$ cat config.mk
export PLATFORM = sky130hd
export DESIGN_NAME = zerogame_host_flat
export DESIGN_NICKNAME = d
export VERILOG_FILES = /design/src/rtl/zerogame_pkg.sv /design/src/rtl/zerogame_if.sv /design/src/rtl/zerogame_rise_det.sv /design/src/rtl/zerogame_host.sv /design/src/flat_wrapper.sv
export SDC_FILE = /design/constraint.sdc
export NUM_CORES = 1
export LEC_CHECK = 0
export CORE_MARGIN = 3
export CORE_UTILIZATION = 44
export CTS_CLUSTER_SIZE = 14
export DETAILED_ROUTE_END_ITERATION = 8
export PLACE_DENSITY = 0.72
export SLEW_MARGIN = 30
export SYNTH_ARGS = -nofsm -noshare
export SYNTH_HDL_FRONTEND = slang
export SYNTH_HIERARCHICAL = 1
export SYNTH_SLANG_ARGS = --single-unit
$ cat constraint.sdc
create_clock -name clk -period 1.9 [get_ports clk]
set_clock_uncertainty 0.15 [all_clocks]
set_input_delay 0.285 -clock clk [delete_from_list [all_inputs] [get_ports clk]]
set_output_delay 0.285 -clock clk [all_outputs]
set_load 0.02 [all_outputs]
$ cat src/rtl/zerogame_pkg.sv
`timescale 1ns/1ps
`default_nettype none
// ============================================================================
// Module      : zerogame_pkg
// Description : Shared types and constants for the zero-game host controller:
//               FSM state encoding, one-hot player codes, parameter defaults.
// Revision    : 1.0 - initial release
// ============================================================================
package zerogame_pkg;

  typedef enum logic [2:0] {
    ST_IDLE   = 3'd0,
    ST_SETTLE = 3'd1,
    ST_JUDGE  = 3'd2,
    ST_SHOW   = 3'd3,
    ST_OVER   = 3'd4
  } state_t;

  localparam logic [2:0] P1 = 3'b001;
  localparam logic [2:0] P2 = 3'b010;
  localparam logic [2:0] P3 = 3'b100;

  localparam int SETTLE_CYC_DEF = 2;
  localparam int HOLD_CYC_DEF   = 4;
  localparam int WIN_HITS_DEF   = 2;

  // Caller rotation P1 -> P2 -> P3 -> P1 on a one-hot code.
  function automatic logic [2:0] next_player(input logic [2:0] cur);
    return {cur[1:0], cur[2]};
  endfunction

endpackage
`default_nettype wire

$ cat src/rtl/zerogame_if.sv
`timescale 1ns/1ps
`default_nettype none
// ============================================================================
// Module      : zerogame_if
// Description : Player-side bus of the zero-game host: button/flag inputs and
//               turn, score and status outputs.
// Revision    : 1.0 - initial release
// ============================================================================
interface zerogame_if;

  logic       go;
  logic       same;
  logic [2:0] turn;
  logic       busy;
  logic       hit;
  logic [1:0] score1;
  logic [1:0] score2;
  logic [1:0] score3;
  logic [3:0] round_cnt;
  logic [2:0] winner;
  logic       game_over;

  // Game datapath / panel side.
  modport master (
    output go, same,
    input  turn, busy, hit, score1, score2, score3, round_cnt, winner, game_over
  );

  // Host controller side.
  modport slave (
    input  go, same,
    output turn, busy, hit, score1, score2, score3, round_cnt, winner, game_over
  );

endinterface
`default_nettype wire

$ cat src/rtl/zerogame_rise_det.sv
`timescale 1ns/1ps
`default_nettype none
// ============================================================================
// Module      : zerogame_rise_det
// Description : Rising-edge detector. History resets to 1 so a level that is
//               already high when reset releases is not seen as an edge.
// Revision    : 1.0 - initial release
// ============================================================================
module zerogame_rise_det (
  input  logic clk,
  input  logic reset,
  input  logic in,
  output logic rise
);

  logic r_in_q;

  // Previous-cycle copy of the input.
  always_ff @(posedge clk) begin
    if (reset) r_in_q <= 1'b1;
    else       r_in_q <= in;
  end

  assign rise = in & ~r_in_q;

endmodule
`default_nettype wire

$ cat src/rtl/zerogame_host.sv
`timescale 1ns/1ps
`default_nettype none
// ============================================================================
// Module      : zerogame_host
// Description : Turn/score controller for a three-player zero game. A go edge
//               starts a round; after settling, `same` is judged once, the
//               caller scores on a correct call, and the turn rotates after
//               the result hold. Reaching WIN_HITS ends the game.
// Revision    : 1.0 - initial release
// ============================================================================
module zerogame_host
  import zerogame_pkg::*;
#(
  parameter int SETTLE_CYC = SETTLE_CYC_DEF,
  parameter int HOLD_CYC   = HOLD_CYC_DEF,
  parameter int WIN_HITS   = WIN_HITS_DEF
) (
  input logic       clk,
  input logic       reset,
  zerogame_if.slave bus
);

  localparam int CNT_MAX = (SETTLE_CYC > HOLD_CYC) ? SETTLE_CYC : HOLD_CYC;
  localparam int CNT_W   = (CNT_MAX > 1) ? $clog2(CNT_MAX) : 1;
  localparam logic [CNT_W-1:0] SETTLE_LAST = CNT_W'(SETTLE_CYC - 1);
  localparam logic [CNT_W-1:0] HOLD_LAST   = CNT_W'(HOLD_CYC - 1);
  localparam logic [1:0]       WIN_LVL     = 2'(WIN_HITS);

  state_t           r_state;
  state_t           w_state_nxt;
  logic [CNT_W-1:0] r_cnt;
  logic [2:0]       r_turn;
  logic [2:0]       r_winner;
  logic [1:0]       r_score [3];
  logic [3:0]       r_round;
  logic             r_hit;

  logic             w_go_rise;
  logic [1:0]       w_cur_score;
  logic [1:0]       w_inc_score;
  logic             w_win;
  logic             w_judge_hit;
  logic             w_advance;
  logic             w_clear;

  zerogame_rise_det u_go_rise (
    .clk   (clk),
    .reset (reset),
    .in    (bus.go),
    .rise  (w_go_rise)
  );

  // Score of the current caller and whether one more hit wins the game.
  always_comb begin
    w_cur_score = r_score[0];
    if (r_turn[1])      w_cur_score = r_score[1];
    else if (r_turn[2]) w_cur_score = r_score[2];
    w_inc_score = w_cur_score + 2'd1;
    w_win       = (w_inc_score == WIN_LVL);
  end

  // FSM state register.
  always_ff @(posedge clk) begin
    if (reset) r_state <= ST_IDLE;
    else       r_state <= w_state_nxt;
  end

  // FSM next state and datapath strobes.
  always_comb begin
    w_state_nxt = r_state;
    w_judge_hit = 1'b0;
    w_advance   = 1'b0;
    w_clear     = 1'b0;
    case (r_state)
      ST_IDLE:   if (w_go_rise) w_state_nxt = ST_SETTLE;
      ST_SETTLE: if (r_cnt == SETTLE_LAST) w_state_nxt = ST_JUDGE;
      ST_JUDGE: begin
        w_judge_hit = bus.same;
        w_state_nxt = (bus.same && w_win) ? ST_OVER : ST_SHOW;
      end
      ST_SHOW: begin
        if (r_cnt == HOLD_LAST) begin
          w_advance   = 1'b1;
          w_state_nxt = ST_IDLE;
        end
      end
      ST_OVER: begin
        if (w_go_rise) begin
          w_clear     = 1'b1;
          w_state_nxt = ST_IDLE;
        end
      end
      default: w_state_nxt = ST_IDLE;
    endcase
  end

  // Dwell counter for SETTLE and SHOW; restarts on every state change.
  always_ff @(posedge clk) begin
    if (reset || (w_state_nxt != r_state))
      r_cnt <= '0;
    else if ((r_state == ST_SETTLE) || (r_state == ST_SHOW))
      r_cnt <= r_cnt + CNT_W'(1);
  end

  // Scores, turn, round count, winner and hit pulse.
  always_ff @(posedge clk) begin
    if (reset) begin
      r_hit    <= 1'b0;
      r_turn   <= P1;
      r_round  <= 4'd0;
      r_winner <= 3'b000;
      for (int i = 0; i < 3; i++) r_score[i] <= 2'd0;
    end else begin
      r_hit <= w_judge_hit;
      if (w_judge_hit) begin
        for (int i = 0; i < 3; i++) begin
          if (r_turn[i]) r_score[i] <= w_inc_score;
        end
        if (w_win) r_winner <= r_turn;
      end
      if (w_advance) begin
        r_turn  <= next_player(r_turn);
        r_round <= r_round + 4'd1;
      end
      if (w_clear) begin
        r_turn   <= P1;
        r_round  <= 4'd0;
        r_winner <= 3'b000;
        for (int i = 0; i < 3; i++) r_score[i] <= 2'd0;
      end
    end
  end

  assign bus.turn      = r_turn;
  assign bus.busy      = (r_state != ST_IDLE);
  assign bus.hit       = r_hit;
  assign bus.score1    = r_score[0];
  assign bus.score2    = r_score[1];
  assign bus.score3    = r_score[2];
  assign bus.round_cnt = r_round;
  assign bus.winner    = r_winner;
  assign bus.game_over = (r_state == ST_OVER);

endmodule
`default_nettype wire

$ cat src/flat_wrapper.sv
// flat-port wrapper written by rule: the top's interface ports become plain ports
module zerogame_host_flat import zerogame_pkg::*;
#(
  parameter int SETTLE_CYC = SETTLE_CYC_DEF,
  parameter int HOLD_CYC   = HOLD_CYC_DEF,
  parameter int WIN_HITS   = WIN_HITS_DEF
)
  (clk, reset, bus_go, bus_same, bus_turn, bus_busy, bus_hit, bus_score1, bus_score2, bus_score3, bus_round_cnt, bus_winner, bus_game_over);
  zerogame_if bus_i ();
  input logic clk;
  input logic reset;
  input wire logic [$bits(bus_i.go)-1:0] bus_go;
  input wire logic [$bits(bus_i.same)-1:0] bus_same;
  output wire logic [$bits(bus_i.turn)-1:0] bus_turn;
  output wire logic [$bits(bus_i.busy)-1:0] bus_busy;
  output wire logic [$bits(bus_i.hit)-1:0] bus_hit;
  output wire logic [$bits(bus_i.score1)-1:0] bus_score1;
  output wire logic [$bits(bus_i.score2)-1:0] bus_score2;
  output wire logic [$bits(bus_i.score3)-1:0] bus_score3;
  output wire logic [$bits(bus_i.round_cnt)-1:0] bus_round_cnt;
  output wire logic [$bits(bus_i.winner)-1:0] bus_winner;
  output wire logic [$bits(bus_i.game_over)-1:0] bus_game_over;
  assign bus_i.go = bus_go;
  assign bus_i.same = bus_same;
  assign bus_turn = bus_i.turn;
  assign bus_busy = bus_i.busy;
  assign bus_hit = bus_i.hit;
  assign bus_score1 = bus_i.score1;
  assign bus_score2 = bus_i.score2;
  assign bus_score3 = bus_i.score3;
  assign bus_round_cnt = bus_i.round_cnt;
  assign bus_winner = bus_i.winner;
  assign bus_game_over = bus_i.game_over;
  zerogame_host #(.SETTLE_CYC(SETTLE_CYC), .HOLD_CYC(HOLD_CYC), .WIN_HITS(WIN_HITS)) u_core (.clk(clk), .reset(reset), .bus(bus_i));
endmodule
==> impl_metrics.csv, run 1 <==
group,metric,value,unit
drt,vias,943,
drt,routed_wirelength,2320,um
clock_tree,clock-root-buffer,"clkbuf_4",
sta,tightestPinTransition,0.457,ns
floorplan,rows,17,
global_routing,grt_pass1_vias,852,
synthesis,synth_top_area_share,30.7,%
critical_path,crit_chain,"mux2i_1, nor2_1, a21oi_1, ha_2, nand3b_4, and3_4, or3_4, a21oi_2",
floorplan,dieArea,0.00316,mm^2
clock_tree,cts_inserted_buffers,3,
synthesis,synth_seq_cells,23,
power,power-per-cell-area,549,mW/mm^2
critical_path,cp_slowest_cell,"dfxtp_4",
floorplan,die_w,56.2,um
critical_path,worstSetupPathType,"reg2reg",
drt,drtIter0Drc,28,
synthesis,synth_edf_count,6,
final_layout,final_nets,164,
global_routing,grt_overflow,0,
job,maxCapViolCount,0,
floorplan,start_util,48.3,%
critical_path,ff2ff_path_depth,8,
synthesis,synthTopCellsByArea,"dfxtp_1 31%, edfxtp_1 16%, nand2_1 7.4%, ha_1 4.5%, nor2_1 4.4%",
critical_path,r2r-start,"u_core/bus.turn[2]$_SDFFE_PP0P_",
drt,final_antenna_net_count,0,
sta,setup_slack,0.000597,ns
critical_path,critPathMaxFanout,4,
sta,rsz0062_at_grt,"yes",
critical_path,cp.arrival,2.01,ns
sta,slew_headroom,69.1,%
final_layout,seq_area,524,um^2
clock_tree,clock-sinks,23,
final_layout,area_delta_synth_final,35.3,%
final_layout,final_core_utilization,65.4,%
clock_tree,clk_latency,0.31,ns
global_routing,antenna_found_initial,0,
min_path,hp-start,"u_core/bus.winner[2]$_SDFFE_PP0P_",
synthesis,synthArstFlopShare,0,%
sta,finalMaxSlewViolations,0,
placement,gp_congestion,0.791,
min_path,hold_end,"u_core/bus.winner[2]$_SDFFE_PP0P_",
placement,place_ws,-0.164,ns
final_layout,fill_cells,203,
final_layout,drive_above_1_share,20.0,%
critical_path,critPathCaptureType,"register",
sta,period_share,100,%
min_path,whs_path_depth,2,
floorplan,die_h,56.2,um
sta,tns,0,ns
placement,port_buffers,22,
global_routing,grt_pass1_wl,3870,um
critical_path,startpoint_type,"register",
placement,dpl.hpwl,1710,um
power,vdd_drop_max,0.000388,V
global_routing,grt_use_total,15.5,%
clock_tree,cts_buffer_depth,2,
synthesis,synth_top_area_cell,"dfxtp_1",
drt,wl_per_cell,12.7,um
critical_path,slowest_delay,0.39,ns
drt,drt-pass1-iter-count,5,
critical_path,required,2.01,ns
sta,finalCriticalPeriod,1.90,ns
synthesis,syn_area,0.00111,mm^2
sta,clock.fmax,526,MHz
drt,drc,0,
synthesis,yosysWarnings,6,
sta,setup_viol,0,
floorplan,core-area,0.00230,mm^2
synthesis,synth.top_cells.by_count,"22 x nand2_1, 17 x dfxtp_1, 13 x nor2_1",
synthesis,synth_ff_type,"dfxtp_1",
synthesis,syn-num-nets,129,
global_routing,grt_max_degree,14,
synthesis,synth_cell_types,35,
clock_tree,cts.clk_slew.worst_paths,0.13,ns
status,outcome,"finished, final reports clean",
min_path,worstHoldPathType,"reg2reg",
power,p_leak,0.617,nW
floorplan,io_pins,23,
drt,avgViaCountPerCell,5.15,
final_layout,multi_input_area,564,um^2
synthesis,synth.most_common_cell,"nand2_1",
synthesis,postSynthCellCount,121,
clock_tree,htree_levels,1,
synthesis,ys_seq_area_share,46.9,%
synthesis,syn_area_per_cell,9.17,um^2
critical_path,r2r-end,"u_core/r_cnt[1]$_SDFFE_PP0P_",
final_layout,num_antenna_cells,0,
critical_path,r2r_slack,0.0006,ns
sta,finalHoldViolations,0,
clock_tree,cts_tree,"yes",
layout by cell type, fill, tap and decap left out, types with 2 or more instances in the layout:
| master | count |
|---|---|
| a21oi_1 | 9 |
| nor2b_1 | 2 |
| o21ai_0 | 3 |
| dfxtp_1 | 16 |
| inv_1 | 5 |
| nand3_1 | 5 |
| xor2_1 | 2 |
| dlygate4sd2_1 | 3 |
| clkbuf_4 | 3 |
| nor2_1 | 13 |
| edfxtp_1 | 6 |
| ha_1 | 3 |
| mux2i_1 | 2 |
| nand2_1 | 22 |
| buf_4 | 15 |
| clkdlybuf4s50_1 | 18 |
| o21ai_1 | 2 |
critical path: cells and delay by family (launching register included):
kind	cells	cell delay (ns)
flip-flops	1	0.39
adder cells (fa/ha/maj)	1	0.23
multiplexers	1	0.17
AO/OA/AOI/OAI	2	0.24
AND/OR/NAND/NOR	4	0.67
per-stage QoR:
stage / std cells / instance area [um^2] / hold slack (ns) / total power, mW
after global placement: 175 / 1410 / 0.297 / 0.596
after CTS: 181 / 1450 / 0.331 / 0.823
final: 183 / 1500 / 0.325 / 0.825
after detailed placement: 175 / 1410 / 0.309 / 0.597
after floorplan: 121 / 1130 / 0.204 / 0.565
after global routing: 183 / 1500 / 0.357 / 0.857
logic make-up after synthesis:
kind of cell | share of synthesized area (%)
mux | 1.80
simple gates | 25.7
flops | 46.9
xor+xnor | 2.37
compound gates | 13.0
buf+inv | 5.75
fa+ha+maj | 4.51
power breakdown:
group | switching (mW) | leakage [nW] | internal, mW
logic | 0.0422 | 0.399 | 0.0394
registers | 0.00381 | 0.200 | 0.508
clock network | 0.153 | 0.0177 | 0.0787
sequential cells by signal (all words and copies together) (netlist names):
signal	flops
u_core/r_cnt	2
u_core/r_score	6
u_core/bus.hit	1
u_core/bus.turn	3
u_core/u_go_rise/r_in_q	1
u_core/bus.winner	3
u_core/r_state	3
u_core/bus.round_cnt	4
layout make-up:
class	instances	share of cell area, %
inverter	5	1.25
multi-input combinational	86	37.6
timing repair buffer	37	22.1
clock buffer	3	1.50
sequential	23	34.9
clock inverter	1	0.333
tap	28	2.33
what timing repair did:
item,in CTS,in global routing
endpoints found under the setup margin,5,3
pin swaps,3,4
hold buffers,0,0
gates resized for setup,4,7
setup buffers,2,2
worst max path at each step:
stage | end | startpoint | cells past startpoint
2_1_floorplan | u_core/r_cnt[1]$_SDFFE_PP0P_ | u_core/bus.turn[2]$_SDFFE_PP0P_ | 9
3_3_place_gp | u_core/r_cnt[1]$_SDFFE_PP0P_ | bus_go | 6
3_5_place_dp | u_core/r_cnt[1]$_SDFFE_PP0P_ | bus_go | 6
4_1_cts | u_core/r_cnt[1]$_SDFFE_PP0P_ | u_core/bus.turn[2]$_SDFFE_PP0P_ | 8
5_1_grt | u_core/r_cnt[1]$_SDFFE_PP0P_ | u_core/r_score[0][5]$_DFFE_PP_ | 8
6_report | u_core/r_cnt[1]$_SDFFE_PP0P_ | u_core/bus.turn[2]$_SDFFE_PP0P_ | 8
layer usage:
metal	global-route usage, %	part of all wire (%)	vias up
met5	0	0	-
met4	6.10	1.5	0
met3	2.78	4.3	4
met2	25.5	46	23
met1	19.9	48	433
li1	-	-	483
Power figures use the tool's default switching activity.
==> run 2: changes to the inputs <==
--- a/config.mk
+++ b/config.mk
@@ -9,7 +9,9 @@
 export CORE_UTILIZATION = 44
 export CTS_CLUSTER_SIZE = 14
 export DETAILED_ROUTE_END_ITERATION = 8
+export GPL_ROUTABILITY_DRIVEN = 0
 export PLACE_DENSITY = 0.72
+export SKIP_LAST_GASP = 1
 export SLEW_MARGIN = 30
 export SYNTH_ARGS = -nofsm -noshare
 export SYNTH_HDL_FRONTEND = slang
==> results of run 2 <==
No change in the layout: final DEF, timing and power equal those of run 1.
